[src/rtl/taxi_pkg.sv]
// Shared Taxi definitions: action and reward codes, grid constants, controller
// state encoding and the signed reward decode.
package taxi_pkg;

  localparam int GRID_N   = 5;
  localparam int NUM_LOCS = 4;
  localparam logic [2:0] PASS_IN_TAXI = 3'd4;

  typedef enum logic [2:0] {
    ACT_SOUTH   = 3'd0,
    ACT_NORTH   = 3'd1,
    ACT_EAST    = 3'd2,
    ACT_WEST    = 3'd3,
    ACT_PICKUP  = 3'd4,
    ACT_DROPOFF = 3'd5
  } taxi_act_e;

  localparam logic [2:0] ACT_LAST = 3'd5;

  typedef enum logic [1:0] {
    RWD_STEP    = 2'd0,
    RWD_ILLEGAL = 2'd1,
    RWD_DROPOFF = 2'd2,
    RWD_RSVD    = 2'd3
  } taxi_rwd_e;

  typedef enum logic [2:0] {
    ST_INIT    = 3'd0,
    ST_RST_OBS = 3'd1,
    ST_READY   = 3'd2,
    ST_STEP    = 3'd3,
    ST_CAPTURE = 3'd4,
    ST_OBS     = 3'd5
  } ep_state_e;

  localparam logic [15:0] LFSR_MASK         = 16'hB400;
  localparam logic [15:0] LFSR_DEFAULT_SEED = 16'hACE1;

  function automatic logic signed [11:0] reward_decode(input logic [1:0] code);
    case (code)
      RWD_STEP:    reward_decode = -12'sd1;
      RWD_ILLEGAL: reward_decode = -12'sd10;
      RWD_DROPOFF: reward_decode = 12'sd20;
      default:     reward_decode = 12'sd0;
    endcase
  endfunction

endpackage

[src/rtl/taxi_lfsr.sv]
// 16-bit right-shifting Galois LFSR; advances only while en is high.
module taxi_lfsr
  import taxi_pkg::*;
(
  input  logic        clk,
  input  logic        reset,
  input  logic        en,
  input  logic [15:0] seed,
  output logic [15:0] q
);

  logic [15:0] r_q;
  logic [15:0] w_next;

  always_comb begin
    w_next = {1'b0, r_q[15:1]};
    if (r_q[0]) begin
      w_next = w_next ^ LFSR_MASK;
    end
  end

  always_ff @(posedge clk) begin
    if (reset) begin
      r_q <= seed;
    end else if (en) begin
      r_q <= w_next;
    end
  end

  assign q = r_q;

endmodule

[src/rtl/taxi_episode_ctrl.sv]
// Episode controller in front of TaxiStep: draws initial states, runs one
// TaxiStep evaluation per accepted action and presents the resulting observation.
module taxi_episode_ctrl
  import taxi_pkg::*;
#(
  parameter int unsigned MAX_STEPS = 200,
  parameter logic [15:0] LFSR_SEED = 16'hACE1
) (
  input  logic               clk,
  input  logic               reset,
  input  logic               ep_start,
  input  logic               act_valid,
  output logic               act_ready,
  input  logic [2:0]         act,
  output logic               act_err,
  output logic [2:0]         step_action,
  output logic [2:0]         step_taxi_row,
  output logic [2:0]         step_taxi_col,
  output logic [2:0]         step_pass_idx,
  output logic [1:0]         step_dest_idx,
  input  logic [2:0]         step_taxi_row_in,
  input  logic [2:0]         step_taxi_col_in,
  input  logic [2:0]         step_pass_idx_in,
  input  logic [1:0]         step_dest_idx_in,
  input  logic [1:0]         step_reward,
  input  logic               step_terminated,
  output logic               obs_valid,
  input  logic               obs_ready,
  output logic [2:0]         obs_row,
  output logic [2:0]         obs_col,
  output logic [2:0]         obs_pass,
  output logic [1:0]         obs_dest,
  output logic [1:0]         obs_reward,
  output logic               obs_terminated,
  output logic               obs_truncated,
  output logic               obs_is_reset,
  output logic signed [11:0] ep_return,
  output logic [7:0]         step_count,
  output logic [2:0]         dbg_state
);

  // Handshakes (act and obs): a transfer occurs on a rising clk edge where valid
  // and ready are both high; valid never waits on ready, and the payload is held
  // stable by its producer until the transfer edge.

  localparam logic [15:0] SEED_EFF    = (LFSR_SEED == 16'h0000) ? LFSR_DEFAULT_SEED : LFSR_SEED;
  localparam logic [7:0]  MAX_STEPS_B = 8'(MAX_STEPS);

  ep_state_e r_state;
  ep_state_e w_state_nxt;

  logic [2:0]         r_row;
  logic [2:0]         r_col;
  logic [2:0]         r_pass;
  logic [1:0]         r_dest;
  logic [2:0]         r_action;
  logic [1:0]         r_reward;
  logic               r_term;
  logic               r_trunc;
  logic               r_is_reset;
  logic               r_act_err;
  logic [7:0]         r_step_count;
  logic signed [11:0] r_ep_return;

  logic [15:0] w_lfsr_q;
  logic        w_lfsr_en;
  logic [2:0]  w_cand_row;
  logic [2:0]  w_cand_col;
  logic [2:0]  w_cand_pass;
  logic [1:0]  w_cand_dest;
  logic        w_cand_ok;
  logic        w_act_fire;
  logic        w_act_legal;
  logic [7:0]  w_count_inc;
  logic        w_unused_lfsr;

  assign w_lfsr_en = (r_state == ST_INIT);

  taxi_lfsr u_lfsr (
    .clk   (clk),
    .reset (reset),
    .en    (w_lfsr_en),
    .seed  (SEED_EFF),
    .q     (w_lfsr_q)
  );

  // Rejection sampling: a candidate is usable only if it lands on the grid and
  // the passenger does not already start at the destination.
  assign w_cand_row    = w_lfsr_q[2:0];
  assign w_cand_col    = w_lfsr_q[5:3];
  assign w_cand_pass   = {1'b0, w_lfsr_q[7:6]};
  assign w_cand_dest   = w_lfsr_q[9:8];
  assign w_cand_ok     = (w_cand_row < 3'(GRID_N)) && (w_cand_col < 3'(GRID_N)) &&
                         (w_lfsr_q[7:6] != w_lfsr_q[9:8]);
  assign w_unused_lfsr = ^w_lfsr_q[15:10];

  assign w_act_fire  = (r_state == ST_READY) && !ep_start && act_valid;
  assign w_act_legal = (act <= ACT_LAST);
  assign w_count_inc = r_step_count + 8'd1;

  always_ff @(posedge clk) begin
    if (reset) begin
      r_state <= ST_INIT;
    end else begin
      r_state <= w_state_nxt;
    end
  end

  always_comb begin
    w_state_nxt = r_state;
    case (r_state)
      ST_INIT:    if (w_cand_ok) w_state_nxt = ST_RST_OBS;
      ST_RST_OBS: if (obs_ready) w_state_nxt = ST_READY;
      ST_READY: begin
        if (ep_start) begin
          w_state_nxt = ST_INIT;
        end else if (act_valid && w_act_legal) begin
          w_state_nxt = ST_STEP;
        end
      end
      ST_STEP:    w_state_nxt = ST_CAPTURE;
      ST_CAPTURE: w_state_nxt = ST_OBS;
      ST_OBS: begin
        if (obs_ready) begin
          w_state_nxt = (r_term || r_trunc) ? ST_INIT : ST_READY;
        end
      end
      default:    w_state_nxt = ST_INIT;
    endcase
  end

  always_comb begin
    act_ready = 1'b0;
    obs_valid = 1'b0;
    case (r_state)
      ST_READY:           act_ready = !ep_start;
      ST_RST_OBS, ST_OBS: obs_valid = 1'b1;
      default: ;
    endcase
  end

  always_ff @(posedge clk) begin
    if (reset) begin
      r_row        <= '0;
      r_col        <= '0;
      r_pass       <= '0;
      r_dest       <= '0;
      r_action     <= '0;
      r_reward     <= '0;
      r_term       <= 1'b0;
      r_trunc      <= 1'b0;
      r_is_reset   <= 1'b0;
      r_act_err    <= 1'b0;
      r_step_count <= '0;
      r_ep_return  <= '0;
    end else begin
      r_act_err <= 1'b0;
      case (r_state)
        ST_INIT: begin
          if (w_cand_ok) begin
            r_row        <= w_cand_row;
            r_col        <= w_cand_col;
            r_pass       <= w_cand_pass;
            r_dest       <= w_cand_dest;
            r_reward     <= '0;
            r_term       <= 1'b0;
            r_trunc      <= 1'b0;
            r_is_reset   <= 1'b1;
            r_step_count <= '0;
            r_ep_return  <= '0;
          end
        end
        ST_READY: begin
          if (w_act_fire) begin
            if (w_act_legal) begin
              r_action <= act;
            end else begin
              r_act_err <= 1'b1;
            end
          end
        end
        ST_CAPTURE: begin
          r_row        <= step_taxi_row_in;
          r_col        <= step_taxi_col_in;
          r_pass       <= step_pass_idx_in;
          r_dest       <= step_dest_idx_in;
          r_reward     <= step_reward;
          r_term       <= step_terminated;
          r_trunc      <= (w_count_inc == MAX_STEPS_B) && !step_terminated;
          r_is_reset   <= 1'b0;
          r_step_count <= w_count_inc;
          r_ep_return  <= r_ep_return + reward_decode(step_reward);
        end
        default: ;
      endcase
    end
  end

  assign act_err        = r_act_err;
  assign step_action    = r_action;
  assign step_taxi_row  = r_row;
  assign step_taxi_col  = r_col;
  assign step_pass_idx  = r_pass;
  assign step_dest_idx  = r_dest;
  assign obs_row        = r_row;
  assign obs_col        = r_col;
  assign obs_pass       = r_pass;
  assign obs_dest       = r_dest;
  assign obs_reward     = r_reward;
  assign obs_terminated = r_term;
  assign obs_truncated  = r_trunc;
  assign obs_is_reset   = r_is_reset;
  assign ep_return      = r_ep_return;
  assign step_count     = r_step_count;
  assign dbg_state      = r_state;

endmodule

[config.mk]
export PLATFORM = sky130hd
export DESIGN_NAME = taxi_episode_ctrl
export DESIGN_NICKNAME = d
export VERILOG_FILES = /design/src/rtl/taxi_pkg.sv /design/src/rtl/taxi_lfsr.sv /design/src/rtl/taxi_episode_ctrl.sv
export SDC_FILE = /design/constraint.sdc
export NUM_CORES = 1
export LEC_CHECK = 0
export ABC_AREA = 1
export BUFFER_PORTS_ARGS = -buffer_cell sky130_fd_sc_hd__buf_4
export CAP_MARGIN = 5
export CORE_MARGIN = 2
export CORE_UTILIZATION = 30
export DETAILED_ROUTE_END_ITERATION = 12
export GPL_TIMING_DRIVEN = 0
export SLEW_MARGIN = 40
export SYNTH_ARGS = -nofsm -noshare
export SYNTH_HDL_FRONTEND = slang
export SYNTH_SLANG_ARGS = --single-unit
export TNS_END_PERCENT = 30
[constraint.sdc]
create_clock -name clk -period 1.8 [get_ports clk]
set_input_delay 0.09 -clock clk [delete_from_list [all_inputs] [get_ports clk]]
set_output_delay 0.09 -clock clk [all_outputs]
set_load 0.02 [all_outputs]
Yosys cells after proc, flatten, opt, wreduce, memory -nomap -nowiden
Index checks and enable logic that the tools add are counted.
Cells by class
  multiply operators: 0
  $add $sub $neg: 2
  reductions and logical operators: 17
  divide/modulo/power cells: 0
  order comparisons: 3
  eq/ne operators: 13
  muxes and demuxes: 33
  bitwise logic cells: 3
  shifts and indexed selects: 0
Operator list (number)
  12-bit two-way mux: 3
  12-bit case mux with 3 select lines: 1
  3-bit two-way mux: 8
  12-bit case mux with 2 select lines: 1
  3-bit case mux with 2 select lines: 3
  3-bit case mux with 6 select lines: 1
  16-bit two-way mux: 1
  8-bit case mux with 2 select lines: 1
  12-bit adder: 1
  8-bit by 1-bit adder with 8-bit output (second input constant): 1
  8-bit == test (second input constant): 1
  8-bit two-way mux: 1
  2-bit case mux with 2 select lines: 2
  3-bit by 2-bit == test with 1-bit output (second input constant): 2
  3-bit == test (second input constant): 2
  1-bit logical AND: 6
  3-bit < comparator (second input constant): 2
  2-bit two-way mux: 3
  2-bit inequality test (second input constant): 3
  1-bit case mux with 2 select lines: 3
  1-bit two-way mux: 5
  3-bit inverter with 4-bit output: 1
  4-bit AND reduction: 1
  3-bit by 1-bit == test with 1-bit output (second input constant): 1
  other kinds (15): 17
Word-level totals
  word-level logic and storage cells: 85
  bits in latches: 0
  bits in read-only memories: 0
  bits in writable memories: 0
  memories: 0
  flip-flop bits (word level): 59

Logic depth before layout (Yosys ltp)
  word-level depth: 6
  depth in mapped cells: 13

By module
Synthesis repeated with hierarchy kept, for this count alone.
Second synthesis, totals
  cell total of the unflattened synthesis: 459
  area, all modules: 3367.0 µm²
Modules (own cells, without submodules)
  taxi_episode_ctrl: instances 1, area each 2601.2 µm², sequential area each 860.8 µm², cells an instance 381
  taxi_lfsr: instances 1, area each 765.7 µm², sequential area each 480.5 µm², cells an instance 78

Worst setup path before layout
No wires, ideal clock.
  path type: flip-flop to flip-flop
  from: register r_ep_return[1], in the netlist ep_return[1]
  to: register r_ep_return[8], in the netlist ep_return[8]
  cell stages (with the launch flop): 12
  arrival time: 1.518 ns
  period minus slack after synthesis: 1.588 ns
  setup slack: 0.212 ns
  required time: 1.730 ns
  library setup time: 0.070 ns
  path through: dfxtp_1 > xnor2_1 > ha_1 > inv_1 > nand2_1 > nand2_1 > nand3_1 > nand3_1 > nand2_1 > a21oi_1 > o21ai_0 > a21oi_1
On the way
  cells in the longest elaborated chain, start to end: 2
Ends and longest elaborated chain
  from (decl): RTL line taxi_episode_ctrl.sv:63  | logic signed [11:0] r_ep_return;
  from (signal assigned): RTL line taxi_episode_ctrl.sv:192  | r_ep_return <= r_ep_return + reward_decode(step_reward);
  12-bit adder: RTL line taxi_episode_ctrl.sv:192
  12-bit case mux with 2 select lines: RTL line taxi_episode_ctrl.sv:158  | case (r_state)
Every way passes these cells.
A chain may end at the register's enable or synchronous reset.

Worst setup path after layout
Ends and elaborated chain as after synthesis.

==> out/metrics.csv <==
metric;value;unit
status;finished clean;
clock root buffer;clkbuf_8;
Clock transition at path regs;0.07;ns
dpl ws;-0.08748;ns
most common cell after layout, fill and taps aside;nand2_1;
Sum Neg Setup Slack;0;ns
post-synthesis cell type count;36;
commonest cells after routing, fill and taps aside;124 x nand2_1, 88 x buf_4, 57 x dfxtp_1, 38 x nor2_1, 36 x inv_1;
routed via count;3193;
post-CTS setup buffers;0;
pwr dens;1331;nW/um^2
I/O Buffers;75;
RSZ-0062 raised after global routing;yes;
CTS Buffer Depth;2;
synthesis warning total;0;
Slew HR;0.6218;
FF+latch count, synth;59;
Fillers;1083;
grt total ovfl;0;
hold path startpoint;step_pass_idx_in[2];
syn_area_per_cell;6.920;um^2
ANT nets after route;0;
sequential element share of the synthesized area;0.3759;
die area;11310;um^2
Crit path arrival time;1.96;ns
CP startpoint;ep_return[1]$_SDFFE_PP0P_;
maximum vdd drop;0.0006505;V
Core Region;10230;um^2
DRT Pass-1 Iters;4;
startpoint of the worst register-to-register path;ep_return[1]$_SDFFE_PP0P_;
Worst-Margin Slew;0.5673;ns
layout cells sized above 1;0.2445;
FF+latch area;1184;um^2
largest net degree at the start of global routing;13;
vias in the first global route;3117;
WS Path Type;flip-flop to flip-flop;
DRC viols;0;
top_reg_cell synth;dfxtp_1;
Synth Net Count;483;
Starting DRT DRC Count;117;
H-tree depth;3;
Hold Crit Class;input pin to flip-flop;
wire per inst;12.70;um
Inserted Diodes;0;
Max FO, Critical Path;4;
Pwr Total;0.005519;W
Final nets;572;
total wire length;8.689;mm
die height;106.3;um
initial core utilization;0.3071;
Cells after Synth;454;
Fmax achieved;0.5883;GHz
I/O pin cnt;78;
Hold Crit Depth;3;
Reg2Reg Depth;11;
Num CTS Buffers;9;
row cnt;37;
via/cell ratio;4.668;
number of max-cap violations;0;
Finished Cell Area;4148;um^2
die width;106.3;um
WHS;0.01329;ns
synthesized area;3142;um^2
CTS tree;yes;
dpl cell area;3875;um^2
Hold Path Sink;obs_pass[2]$_SDFFE_PP0P_;
final slew viol count;0;
Routability Congestion;0.8816;
Leakage;1.888;nW
register-to-register setup slack;0.10;ns
setup ws final;0.1001;ns
area grow syn2layout;32.02;%
CP endpoint kind;flip-flop;
ys async rst share;0;
critical path startpoint category;flip-flop;
first-pass GRT wire length;14.55;mm
sinks on the clock net;59;
total global-route track usage;0.1601;
final hold vios;0;
Multi-input gate area;1647;um^2
EDFF count, synth;0;
fin crit period;1.700;ns
Worst-Skew Late Latency;0.34;ns
worst r2r dst;ep_return[8]$_SDFFE_PP0P_;
Setup Viol. Count Final;0;
Worst Skew;0.01571;ns
DP HPWL;6.606;mm
Worst EP required;2.06;ns
antenna violations before repair;0;
Final Cycle Share;0.9444;
[critical path: stages (launching register included)]
cell and delay, ns:
dfxtp_2 0.36, xnor2_2 0.16, ha_1 0.20, inv_1 0.06
nand2_1 0.09, nand2_1 0.10, nand3_1 0.09, nand3_1 0.13
nand2_1 0.08, a21oi_1 0.11, o21ai_0 0.11, a21oi_1 0.14
[through the flow]
step,utilization,std cells
floorplan,-,454
global placement,0.3787,665
detailed placement,0.3787,665
CTS,0.4030,685
global route,0.4054,684
finish,0.4054,684
[Yosys cell counts (all sizes together) (4+ instances only)]
library cell | count | area share
xnor2 | 10 | 0.028
nor3 | 4 | 0.0064
inv | 38 | 0.046
a31oi | 12 | 0.024
nand3 | 31 | 0.051
buf | 24 | 0.053
ha | 7 | 0.028
nor2 | 41 | 0.053
o21ai | 35 | 0.056
dfxtp | 59 | 0.38
nand2 | 132 | 0.16
o211ai | 4 | 0.0096
nand4 | 6 | 0.012
a21oi | 33 | 0.053
clkbuf | 7 | 0.0084
[sequential cells by signal (all words and copies together), names as in the netlist]
signal,cells
dbg_state,3
obs_truncated,1
obs_reward,2
obs_terminated,1
step_action,3
ep_return,12
obs_dest,2
obs_is_reset,1
step_count,8
obs_pass,3
obs_row,3
u_lfsr.q,16
obs_col,3
act_err,1
[cell families (layout without fill, tap and decap cells)]
family,Yosys count,in the layout,synth area share
compound gates,91,91,0.1637
xor+xnor,12,12,0.03345
fa+ha+maj,7,7,0.02788
buf+inv,69,163,0.1079
flops,59,59,0.3759
simple gates,216,216,0.2911
[routing by layer]
metal,track usage,routed length [um],vias to the layer above
met4,0.04041,91,0
met5,0,0,-
met2,0.2770,4328,67
li1,-,-,1658
met1,0.1936,3848,1461
met3,0.04721,421,7
[how the worst max path moves through the flow]
stage | to | slack (ns) | depth (start not counted)
global route | ep_return[8]$_SDFFE_PP0P_ | -0.01 | 11
CTS | obs_reward[0]$_SDFFE_PP0P_ | 0.01 | 7
floorplan | ep_return[8]$_SDFFE_PP0P_ | 0.21 | 11
global placement | ep_return[5]$_SDFFE_PP0P_ | -0.003 | 13
finish | ep_return[8]$_SDFFE_PP0P_ | 0.10 | 11
detailed placement | ep_return[5]$_SDFFE_PP0P_ | -0.09 | 13
[area by class of cell]
cell class / count / share of cell area
plain buffers: 30 / 0.04615
multi-input cells: 326 / 0.3970
well taps: 136 / 0.04103
flip-flops and latches: 59 / 0.2854
repair buffers: 79 / 0.1454
clock inverters: 6 / 0.01689
inverters: 38 / 0.03499
clock buffers: 10 / 0.03318
[report_power, final]
part	switching [W]	internal, W	total [W]
clock network	0.000580	0.000691	0.00127
registers	0.000245	0.00161	0.00185
logic	0.00144	0.000952	0.00240
total	0.00227	0.00325	0.00552
[what timing repair did]
item	in CTS	in global routing
resized for setup	0	9
hold buffers	4	0
endpoints found under the hold margin	4	0
endpoints found under the setup margin	0	17
No activity file was read; power rests on OpenSTA's default activity.
